File: src/rtl/dds_sin_lut.sv
// dds_sin_lut: phase-to-amplitude stage of the DDS. It maps an 8-bit phase
// address to an offset-binary sine sample through a 3-stage pipeline.
// Inputs: clk, rst (async, active high), addr_in/addr_valid (phase),
//   amp_in/amp_we (request a new amplitude).
// Outputs: sin_out/sin_valid (DAC sample), amp_busy (amplitude pending).
module dds_sin_lut #(
  parameter logic [7:0] AMP_RESET  = 8'd255,
  parameter logic [7:0] OUT_OFFSET = 8'd128
) (
  input  logic       clk,
  input  logic       rst,
  input  logic [7:0] addr_in,
  input  logic       addr_valid,
  input  logic [7:0] amp_in,
  input  logic       amp_we,
  output logic [7:0] sin_out,
  output logic       sin_valid,
  output logic       amp_busy
);

  // Quarter-wave table: round(127*sin(2*pi*k/256)), k=0..64.
  function automatic logic [6:0] qtab(input logic [6:0] k);
    logic [6:0] q;
    case (k)
      7'd0:  q = 7'd0;   7'd1:  q = 7'd3;
      7'd2:  q = 7'd6;   7'd3:  q = 7'd9;
      7'd4:  q = 7'd12;  7'd5:  q = 7'd16;
      7'd6:  q = 7'd19;  7'd7:  q = 7'd22;
      7'd8:  q = 7'd25;  7'd9:  q = 7'd28;
      7'd10: q = 7'd31;  7'd11: q = 7'd34;
      7'd12: q = 7'd37;  7'd13: q = 7'd40;
      7'd14: q = 7'd43;  7'd15: q = 7'd46;
      7'd16: q = 7'd49;  7'd17: q = 7'd51;
      7'd18: q = 7'd54;  7'd19: q = 7'd57;
      7'd20: q = 7'd60;  7'd21: q = 7'd63;
      7'd22: q = 7'd65;  7'd23: q = 7'd68;
      7'd24: q = 7'd71;  7'd25: q = 7'd73;
      7'd26: q = 7'd76;  7'd27: q = 7'd78;
      7'd28: q = 7'd81;  7'd29: q = 7'd83;
      7'd30: q = 7'd85;  7'd31: q = 7'd88;
      7'd32: q = 7'd90;  7'd33: q = 7'd92;
      7'd34: q = 7'd94;  7'd35: q = 7'd96;
      7'd36: q = 7'd98;  7'd37: q = 7'd100;
      7'd38: q = 7'd102; 7'd39: q = 7'd104;
      7'd40: q = 7'd106; 7'd41: q = 7'd107;
      7'd42: q = 7'd109; 7'd43: q = 7'd111;
      7'd44: q = 7'd112; 7'd45: q = 7'd113;
      7'd46: q = 7'd115; 7'd47: q = 7'd116;
      7'd48: q = 7'd117; 7'd49: q = 7'd118;
      7'd50: q = 7'd120; 7'd51: q = 7'd121;
      7'd52: q = 7'd122; 7'd53: q = 7'd122;
      7'd54: q = 7'd123; 7'd55: q = 7'd124;
      7'd56: q = 7'd125; 7'd57: q = 7'd125;
      7'd58: q = 7'd126; 7'd59: q = 7'd126;
      7'd60: q = 7'd126;
      default: q = 7'd127;
    endcase
    return q;
  endfunction

  logic [1:0] quad;
  logic [5:0] idx;
  logic       wrap;
  logic       apply;
  logic [6:0] mag;

  logic       v1_q, v1_d;
  logic [6:0] eff1_q, eff1_d;
  logic       neg1_q, neg1_d;
  logic [7:0] amp1_q, amp1_d;
  logic       v2_q, v2_d;
  logic [7:0] s2_q, s2_d;
  logic [7:0] amp2_q, amp2_d;
  logic       vld_q, vld_d;
  logic [7:0] sin_q, sin_d;
  logic [7:0] act_q, act_d;
  logic [7:0] pend_q, pend_d;
  logic       busy_q, busy_d;
  logic [1:0] prevq_q, prevq_d;

  assign quad = addr_in[7:6];
  assign idx  = addr_in[5:0];

  // Wrap: accepted quadrant-0 sample right after a quadrant-3 sample.
  assign wrap  = addr_valid && (quad == 2'd0)
               && (prevq_q == 2'd3);
  assign apply = wrap && busy_q;

  always_comb begin
    act_d   = apply ? pend_q : act_q;
    pend_d  = amp_we ? amp_in : pend_q;
    busy_d  = amp_we ? 1'b1 : (wrap ? 1'b0 : busy_q);
    prevq_d = addr_valid ? quad : prevq_q;
  end

  // S1: quadrant mirroring and amplitude tag.
  always_comb begin
    v1_d   = addr_valid;
    eff1_d = eff1_q;
    neg1_d = neg1_q;
    amp1_d = amp1_q;
    if (addr_valid) begin
      eff1_d = quad[0] ? (7'd64 - {1'b0, idx})
                       : {1'b0, idx};
      neg1_d = quad[1];
      amp1_d = apply ? pend_q : act_q;
    end
  end

  // S2: table lookup and sign.
  always_comb begin
    mag    = qtab(eff1_q);
    v2_d   = v1_q;
    s2_d   = s2_q;
    amp2_d = amp2_q;
    if (v1_q) begin
      s2_d   = neg1_q ? -{1'b0, mag} : {1'b0, mag};
      amp2_d = amp1_q;
    end
  end

  // S3: signed scale, floor shift, offset.
  // The 16x16 product low half equals the signed 8x9 product.
  always_comb begin
    vld_d = v2_q;
    sin_d = sin_q;
    if (v2_q)
      sin_d = 8'(({{8{s2_q[7]}}, s2_q}
                  * {8'd0, amp2_q}) >> 8)
            + OUT_OFFSET;
  end

  always_ff @(posedge clk or posedge rst) begin
    if (rst) begin
      v1_q    <= 1'b0;
      eff1_q  <= '0;
      neg1_q  <= 1'b0;
      amp1_q  <= '0;
      v2_q    <= 1'b0;
      s2_q    <= '0;
      amp2_q  <= '0;
      vld_q   <= 1'b0;
      sin_q   <= OUT_OFFSET;
      act_q   <= AMP_RESET;
      pend_q  <= '0;
      busy_q  <= 1'b0;
      prevq_q <= 2'd3;
    end else begin
      v1_q    <= v1_d;
      eff1_q  <= eff1_d;
      neg1_q  <= neg1_d;
      amp1_q  <= amp1_d;
      v2_q    <= v2_d;
      s2_q    <= s2_d;
      amp2_q  <= amp2_d;
      vld_q   <= vld_d;
      sin_q   <= sin_d;
      act_q   <= act_d;
      pend_q  <= pend_d;
      busy_q  <= busy_d;
      prevq_q <= prevq_d;
    end
  end

  assign sin_out   = sin_q;
  assign sin_valid = vld_q;
  assign amp_busy  = busy_q;

endmodule
File: config.mk
export PLATFORM = sky130hd
export DESIGN_NAME = dds_sin_lut
export DESIGN_NICKNAME = d
export VERILOG_FILES = /design/src/rtl/dds_sin_lut.sv
export SDC_FILE = /design/constraint.sdc
export NUM_CORES = 1
export LEC_CHECK = 0
export BUFFER_PORTS_ARGS = -buffer_cell sky130_fd_sc_hd__buf_2
export CORE_UTILIZATION = 55
export DETAILED_ROUTE_END_ITERATION = 12
export GPL_TIMING_DRIVEN = 0
export PLACE_DENSITY = 0.71
export SYNTH_ARGS = -nofsm -noshare
export SYNTH_HDL_FRONTEND = slang
export SYNTH_SLANG_ARGS = --single-unit
File: constraint.sdc
create_clock -name clk -period 7 [get_ports clk]
set_input_delay 0.35 -clock clk [delete_from_list [all_inputs] [get_ports clk]]
set_output_delay 0.35 -clock clk [all_outputs]
set_load 0.005 [all_outputs]
==> flow_summary_export.csv, run 1 <==
group,metric,value,unit
floorplanning,pin_count,30,
sta,fmax,193,MHz
sta,post-route-min-period,5.18,ns
clock_tree,cts_resized,0,
final_layout,area_growth,9.62,%
drt,viasPerCell,5.51,
power,powerDensity,460,nW/um2
setup_path,cp_slowest_cell,"o311ai_0",
synthesis,synth_ff_type,"dfrtp_1",
setup_path,cp_common_cell,"fa_1",
synthesis,synth_nets,632,
drt,drtIter0Drc,332,
power,peakVddDrop,0.407,mV
final_layout,layout-drive-gt1-share,19.3,%
setup_path,arrival,5.41,ns
synthesis,syn_avg_cell_area,9.92,um2
global_route,overflow,0,
clock_tree,clkSinkCount,62,
floorplanning,dieArea,9950,um2
place,hpwl,7.99,mm
synthesis,ys_async_sr_fraction,100,%
drt,via_count,3873,
sta,skew,0.0199,ns
power,p_total,2650,uW
synthesis,synth_compound_area_share,10.7,%
drt,routedWlPerCell,14.4,um
run,cap_viol_max_count,0,
global_route,grt_max_degree,36,
setup_path,max_stage_delay,0.73,ns
floorplanning,core-area,9240,um2
synthesis,yosysUniqueCellTypes,65,
setup_path,start_kind,"register",
place,dp.cells,687,
final_layout,nFillCells,790,
synthesis,synthSimpleGateAreaFrac,16.1,%
sta,finalSetupTns,0,ns
global_route,grt_pass1_wl,18.0,mm
final_layout,antenna_cells,0,
final_layout,seq_area,1570,um2
synthesis,yosys-top-cells-area,"dfrtp_1, fa_1, ha_1, mux2_2, dfstp_2",
synthesis,syn_inst,530,
clock_tree,cts_hold_buffers,0,
synthesis,syn_area,5260,um2
floorplanning,dieHeight,99.7,um
drt,drt_first_pass_iters,5,
sta,setup_viol,0,
setup_path,worstPathRequired,7.23,ns
synthesis,synth_xor_area_share,2.67,%
synthesis,synth-edff-count,0,
setup_path,critical_path.max_fanout,8,
synthesis,yosysTopAreaCell,"dfrtp_1",
clock_tree,cts_tree,"done",
floorplanning,initial_core_util,56.9,%
synthesis,synth_common_cells,"inv_1, dfrtp_1, ha_1, and2_1, mux2_2",
clock_tree,cts_buffer_depth,2,
sta,maxSlewViolCount,0,
clock_tree,cts-root-buf,"clkbuf_8",
final_layout,final_nets,671,
place,numPortBuffers,27,
synthesis,synthMuxAreaShare,9.26,%
sta,rsz0062_at_grt,"false",
clock_tree,post_cts_buffers,0,
sta,maxSlewHeadroom,41.1,%
synthesis,yosysMostFrequentCell,"inv_1",
sta,worst_pin_slew,0.872,ns
place,place_congestion,0.887,
setup_path,endpoint_kind,"register",
global_route,grt_pass1_vias,3847,
setup_path,cp_top_family,"adder cells",
setup_path,critPathBufInv,3,
synthesis,synth_fa_ha_area_share,24.5,%
final_layout,instances_no_fill,703,
global_route,track_usage,23.0,%
synthesis,yosysSeqAreaShare,29.8,%
drt,wl,10.2,mm
setup_path,crit_type,"register to register",
global_route,grt_antenna_before_repair,0,
floorplanning,num_rows,35,
clock_tree,cts_max_level,3,
floorplanning,chipWidth,99.7,um
outcome,status,"finished, final reports clean",
clock_tree,clk_pin_slew,0.09,ns
synthesis,synth_top_family_by_area,"adder cells",
drt,ant_nets,0,
clock_tree,cts_buffers,9,
synthesis,ys_seq_elements,62,
final_layout,multiInputGateArea,3330,um2
synthesis,yosysWarnings,0,
drt,drc,0,
clock_tree,clk_latency,0.36,ns
sta,hold_violations,0,
hold_path,hold_class,"input pin to async pin",
power,p_leak,0.00278,uW
synthesis,synthDominantCellAreaShare,24.3,%
setup_path,cp_cell_sequence,"clkinv_1, nor2_1, fa_1, fa_1, fa_1, inv_1, fa_1, inv_1, ha_1, nand2_1, o311ai_0, a31oi_1, xnor2_1, mux2_2",
setup_path,reg2reg_slack,1.82,ns
sta,period_share,74.0,%
[power breakdown]
group	switching (uW)	internal (uW)
Sequential	105	472
Combinational	953	822
Clock	163	136
Total	1220	1430
[logic make-up after synthesis]
group,count (synthesis)
compound gates,81
fa+ha+maj,82
flops,62
buf+inv,88
mux,42
xor+xnor,16
simple gates,159
[final timing paths]
| check | end | cells after the start | from |
|---|---|---|---|
| min | pend_q[6] | 2 | rst |
| max | sin_out[4] | 14 | s2_q[7] |
| max in group asynchronous | act_q[0] | 3 | rst |
| min in group clk | v1_q | 1 | addr_valid |
| min reg2reg | sin_valid | 0 | v2_q |
| max reg2reg | sin_out[4] | 14 | s2_q[7] |
[registers in the layout, summed over array words and instances (netlist names)]
| signal | count |
|---|---|
| v1_q | 1 |
| amp2_q | 8 |
| sin_out | 8 |
| sin_valid | 1 |
| s2_q | 8 |
| prevq_q | 2 |
| neg1_q | 1 |
| eff1_q | 7 |
| amp1_q | 8 |
| amp_busy | 1 |
| pend_q | 8 |
| act_q | 8 |
| v2_q | 1 |
[through the flow]
step                cell area [um2]  setup WS, ns  utilization (%)  hold slack [ns]
global route                   5760          1.51             62.3           0.0959
detailed placement             5570          1.89             60.3            0.404
CTS                            5760          1.85             62.3           0.0603
finish                         5760          1.82             62.3           0.0421
floorplan                      5260          2.51                -            0.380
global placement               5550          1.92             60.1            0.387
[final cells by class]
class	instances	share of cell area, %
sequential	62	27.2
buffer	21	1.93
inverter	67	4.37
timing repair buffer	28	2.69
multi-input combinational	380	57.8
clock inverter	7	1.13
tap	129	2.80
clock buffer	9	2.15
[routing by layer]
layer	global-route usage, %	wire, um	vias to the layer above
met5	0	0	-
met4	9.39	262	0
met2	36.7	4770	118
li1	-	-	1869
met1	31.2	4690	1862
met3	3.87	424	24
[placed cells by master (no fill, tap or decap), drive strengths merged, types with 9 or more instances in the layout]
| master | n |
|---|---|
| nor2b | 9 |
| xnor2 | 9 |
| nand2b | 11 |
| dfstp | 11 |
| mux2 | 40 |
| buf | 38 |
| fa | 35 |
| nand2 | 28 |
| and2 | 40 |
| a21oi | 21 |
| inv | 69 |
| ha | 47 |
| dfrtp | 51 |
| o21ai | 12 |
| nor2 | 32 |
| clkbuf | 20 |
(Power assumes the default switching activity.)
==> run 2, diff against run 1 <==
==> constraint.sdc (replaced) <==
create_clock -name clk -period 4.8 [get_ports clk]
set_input_delay 0.24 -clock clk [delete_from_list [all_inputs] [get_ports clk]]
set_output_delay 0.24 -clock clk [all_outputs]
set_load 0.005 [all_outputs]
==> run 2 against run 1 <==
Compared with the run above: register-to-register slack lost 1.6 ns; clock skew is essentially flat; routed wire length grew 1.0%; largest power group unchanged; highest routed layer unchanged.
==> flow_summary_export.csv, run 2 (synthesis results as in run 1) <==
group,metric,value,unit
drt,ant_nets,0,
clock_tree,clkSinkCount,62,
sta,skew,0.0195,ns
place,numPortBuffers,27,
drt,drt_first_pass_iters,4,
drt,drtIter0Drc,322,
setup_path,critical_path.max_fanout,4,
final_layout,area_growth,10.8,%
clock_tree,clk_latency,0.35,ns
global_route,grt_max_degree,36,
setup_path,max_stage_delay,0.51,ns
sta,maxSlewHeadroom,60.7,%
sta,worst_pin_slew,0.588,ns
power,peakVddDrop,0.766,mV
clock_tree,cts_buffer_depth,2,
clock_tree,cts_buffers,9,
global_route,grt_antenna_before_repair,0,
outcome,status,"finished, final reports clean",
drt,routedWlPerCell,14.5,um
sta,fmax,219,MHz
final_layout,layout_common_cells,"inv_1, dfrtp_1, ha_1",
setup_path,cp_slowest_cell,"fa_1",
clock_tree,cts_max_level,3,
global_route,grt_pass1_wl,18.1,mm
floorplanning,pin_count,30,
final_layout,fin_area,5820,um2
sta,post-route-min-period,4.57,ns
setup_path,crit_type,"register to register",
setup_path,arrival,4.82,ns
drt,wl,10.3,mm
floorplanning,chipWidth,99.7,um
drt,highest_layer,"met4",
final_layout,final_nets,675,
power,p_leak,0.00282,uW
clock_tree,clk_pin_slew,0.09,ns
place,place_congestion,0.887,
setup_path,cp_cell_sequence,"clkinvlp_4, buf_4, fa_1, fa_1, inv_1, fa_1, fa_1, ha_1, a21o_1, a21oi_1, o311ai_4, a41oi_1, xnor2_1, mux2_2",
clock_tree,cts-root-buf,"clkbuf_8",
final_layout,layout-drive-gt1-share,20.1,%
global_route,overflow,0,
hold_path,hold_class,"input pin to register",
run,cap_viol_max_count,0,
drt,drc,0,
sta,maxSlewViolCount,0,
setup_path,cp_common_cell,"fa_1",
drt,viasPerCell,5.46,
sta,period_share,95.1,%
floorplanning,core-area,9240,um2
floorplanning,dieHeight,99.7,um
power,p_total,4010,uW
drt,m1WireLength,4.75,mm
global_route,track_usage,23.0,%
power,powerDensity,689,nW/um2
place,place_ws,-0.310,ns
sta,fin_ws,0.234,ns
place,dp.cells,687,
setup_path,worstPathRequired,5.05,ns
sta,setup_viol,0,
final_layout,antenna_cells,0,
floorplanning,initial_core_util,56.9,%
place,placed_area,5570,um2
drt,via_count,3861,
drt,met3_length,434,um
setup_path,endpoint_kind,"register",
sta,hold_violations,0,
floorplanning,num_rows,35,
global_route,grt_pass1_vias,3854,
setup_path,critPathBufInv,3,
sta,whs,0.0959,ns
sta,rsz0062_at_grt,"false",
place,hpwl,7.99,mm
final_layout,final_common_cell,"inv_1",
floorplanning,dieArea,9950,um2
final_layout,instances_no_fill,707,
setup_path,cp_top_family,"adder cells",
clock_tree,cts_tree,"done",
setup_path,start_kind,"register",
drt,route.met2.wl,4.80,mm
==> run 2: timing repair <==
action | CTS | global route
hold endpoints to repair | 23 | 0
resized for setup | 2 | 3
setup buffers | 0 | 2
endpoints found under the setup margin | 5 | 5
hold buffers | 2 | 0
cloned | 0 | 0
==> run 2: final timing paths <==
| check | start | to | slack (ns) | cells after the start |
|---|---|---|---|---|
| min | addr_in[5] | eff1_q[6] | 0.1 | 2 |
| max | s2_q[7] | sin_out[5] | 0.23 | 14 |
| max reg2reg | s2_q[7] | sin_out[5] | 0.23 | 14 |
| min in group asynchronous | rst | pend_q[6] | 0.49 | 3 |
| max in group asynchronous | rst | act_q[0] | 3.64 | 4 |
| min reg2reg | v2_q | sin_valid | 0.42 | 0 |
==> run 2: final cells by class <==
class / instances / area (um2)
tap: 129 / 161
clock buffer: 9 / 124
sequential: 62 / 1570
timing repair buffer: 32 / 190
inverter: 67 / 255
buffer: 21 / 111
fill: 782 / 3420
clock inverter: 7 / 65.1
multi-input combinational: 380 / 3350
==> run 2: metal layers <==
metal  global-route usage, %  vias up
met4                    9.39        0
met5                       0        -
met2                    36.8      105
li1                        -     1874
met1                    31.2     1855
met3                    3.87       27
==> run 2: report_power, final <==
group	switching (uW)	internal (uW)
Sequential	153	688
Combinational	1480	1250
Clock	237	198
==> run 2: stage by stage <==
step	setup TNS (ns)	utilization, %
5_1_grt	0	63.0
6_report	0	63.0
4_1_cts	0	62.6
3_5_place_dp	-1.03	60.3
3_3_place_gp	-0.755	60.1
2_1_floorplan	0	-
==> run 3, diff against run 2 <==
--- a/config.mk
+++ b/config.mk
@@ -6,10 +6,13 @@
 export NUM_CORES = 1
 export LEC_CHECK = 0
 export BUFFER_PORTS_ARGS = -buffer_cell sky130_fd_sc_hd__buf_2
-export CORE_UTILIZATION = 55
+export CELL_PAD_IN_SITES_DETAIL_PLACEMENT = 1
+export CELL_PAD_IN_SITES_GLOBAL_PLACEMENT = 2
+export CORE_UTILIZATION = 41
 export DETAILED_ROUTE_END_ITERATION = 12
 export GPL_TIMING_DRIVEN = 0
-export PLACE_DENSITY = 0.71
+export PLACE_DENSITY = 0.8
+export REMOVE_ABC_BUFFERS = 1
 export SYNTH_ARGS = -nofsm -noshare
 export SYNTH_HDL_FRONTEND = slang
 export SYNTH_SLANG_ARGS = --single-unit
==> run 3 against run 2 <==
Compared with the run above: routed wire length grew 6.9%; final area grew 0.54%; critical path depth did not move; cell count grew 2.4%; worst setup slack worse by 0.035 ns.
==> flow_summary_export.csv, run 3 (synthesis results as in run 1) <==
group,metric,value,unit
drt,viasPerCell,5.24,
floorplanning,dieArea,13300,um2
global_route,grt_pass1_vias,4073,
global_route,grt_pass1_wl,19.4,mm
power,clkPwrFrac,15.7,%
sta,rsz0062_at_grt,"false",
floorplanning,chipWidth,115,um
sta,skew,0.00880,ns
floorplanning,dieHeight,115,um
drt,ant_nets,0,
power,p_switching,1870,uW
global_route,grt_antenna_before_repair,0,
sta,maxSlewHeadroom,34.1,%
floorplanning,pin_count,30,
global_route,grt_max_degree,37,
sta,setup_viol,0,
drt,drt_first_pass_iters,4,
sta,finalSetupTns,0,ns
power,p_total,4210,uW
drt,drc,0,
setup_path,arrival,4.82,ns
clock_tree,clk_pin_slew,0.06,ns
setup_path,cp_slowest_cell,"fa_1",
drt,via_count,3794,
clock_tree,clkSinkCount,62,
setup_path,worstPathRequired,5.01,ns
place,numPortBuffers,29,
clock_tree,cts_tree,"done",
sta,worst_pin_slew,0.989,ns
power,p_seq_share,20.9,%
power,switching_share,44.4,%
clock_tree,cts_max_level,3,
global_route,track_usage,18.5,%
place,dp.cells,707,
final_layout,final_nets,653,
floorplanning,initial_core_util,42.9,%
place,place_congestion,0.761,
sta,hold_violations,0,
clock_tree,cts_buffer_depth,2,
place,hpwl,8.42,mm
setup_path,crit_type,"register to register",
setup_path,cp_common_cell,"fa_1",
setup_path,critical_path.max_fanout,8,
setup_path,max_stage_delay,0.54,ns
floorplanning,core-area,12300,um2
drt,drtIter0Drc,148,
floorplanning,num_rows,40,
run,cap_viol_max_count,0,
global_route,overflow,0,
power,p_leak,0.00279,uW
hold_path,hold_class,"input pin to register",
setup_path,cp_top_family,"adder cells",
final_layout,nFillCells,1408,
power,peakVddDrop,0.406,mV
final_layout,final_common_cell,"inv_1",
clock_tree,cts_buffers,9,
clock_tree,cts-root-buf,"clkbuf_16",
hold_path,worstHoldPathCells,2,
setup_path,critPathBufInv,3,
final_layout,instances_no_fill,724,
final_layout,layout-drive-gt1-share,19.2,%
final_layout,area_growth,11.4,%
setup_path,reg2reg_depth,14,
power,powerDensity,719,nW/um2
final_layout,layout_common_cells,"inv_1, dfrtp_1, ha_1",
setup_path,cp_num_cells,14,
drt,routedWlPerCell,15.1,um
clock_tree,post_cts_buffers,0,
sta,post-route-min-period,4.60,ns
final_layout,antenna_cells,0,
sta,fmax,217,MHz
setup_path,cp_cell_sequence,"clkinv_2, nor2_1, fa_1, fa_1, fa_1, inv_1, fa_1, inv_1, ha_1, nand2_1, o311ai_2, a31oi_2, xnor2_1, mux2_2",
drt,wl,11.0,mm
power,pwr-share-comb,63.5,%
clock_tree,clk_latency,0.33,ns
sta,maxSlewViolCount,0,
sta,period_share,95.9,%
power,p_int,2340,uW
setup_path,start_kind,"register",
outcome,status,"finished, final reports clean",
setup_path,endpoint_kind,"register",
==> run 3: changes by cell type in the layout (fill, tap and decap cells not counted), moves of 2 or more <==
| cell | before | now |
|---|---|---|
| clkinv_2 | 0 | 2 |
| buf_6 | 3 | 0 |
| clkbuf_1 | 11 | 0 |
| clkbuf_16 | 0 | 9 |
| clkinv_4 | 3 | 0 |
| inv_8 | 2 | 0 |
| buf_2 | 32 | 29 |
| clkbuf_8 | 9 | 2 |
| buf_4 | 3 | 0 |
==> run 3: worst register-to-register path: cells and delay by family, from the launching register on <==
kind | cells | cell delay [ns]
AOI/OAI and AO/OA | 2 | 0.67
xor gates and xnor gates | 1 | 0.16
adders and majority gates | 5 | 2.36
buffers and inverters | 3 | 0.30
DFF | 1 | 0.45
muxes | 1 | 0.26
and+or+nand+nor | 2 | 0.29
==> run 3: timing repair <==
action	in CTS	in global routing
resized for setup	3	1
pin swaps	0	0
hold buffers	1	0
setup endpoints to repair	5	1
hold endpoints to repair	11	0
==> run 3: final cells by class <==
cell class	instances	area, um2	area share, %
inverters	67	253	4.32
clock buffers	11	253	4.32
repair buffers	31	175	2.99
multi-input cells	380	3340	57.1
flip-flops and latches	62	1570	26.7
well taps	168	210	3.59
clock inverters	5	57.6	0.983
==> run 3: layer usage <==
metal	GRT usage, %	part of all wire, %	routed length (um)	vias to the layer above
met2	30.6	48	5300	37
met1	25.3	49	5370	1924
met3	2.74	2.1	225	7
li1	-	-	-	1826
met4	5.19	0.65	71	0
met5	0	0	0	-
==> run 3: power by group through the flow <==
stage | Sequential, uW | Combinational, uW | Clock (uW)
after global placement | 878 | 2530 | 0
after detailed placement | 890 | 2630 | 0
final | 877 | 2670 | 660
after CTS | 881 | 2720 | 678
after floorplan | 814 | 2060 | 0
after global routing | 913 | 3090 | 696
==> run 3: stage by stage <==
step / util, % / area [um2] / hold slack, ns / setup WS (ns)
global placement: 44.8 / 5500 / 0.456 / -0.389
finish: 47.7 / 5850 / 0.130 / 0.199
detailed placement: 45.0 / 5520 / 0.349 / -0.476
global route: 47.7 / 5850 / 0.123 / 0.00828
CTS: 47.7 / 5850 / 0.112 / 0.122
floorplan: - / 5140 / 0.271 / 0.310
==> run 3: path summary, 6_finish.rpt <==
| path | to | start | slack [ns] |
|---|---|---|---|
| setup / recovery | sin_out[4] | s2_q[7] | 0.20 |
| hold reg to reg | prevq_q[1] | prevq_q[1] | 0.48 |
| setup reg to reg | sin_out[4] | s2_q[7] | 0.20 |
| min in group asynchronous | sin_out[5] | rst | 0.53 |
| hold / removal | eff1_q[6] | addr_in[5] | 0.13 |
| max in group asynchronous | act_q[0] | rst | 3.59 |
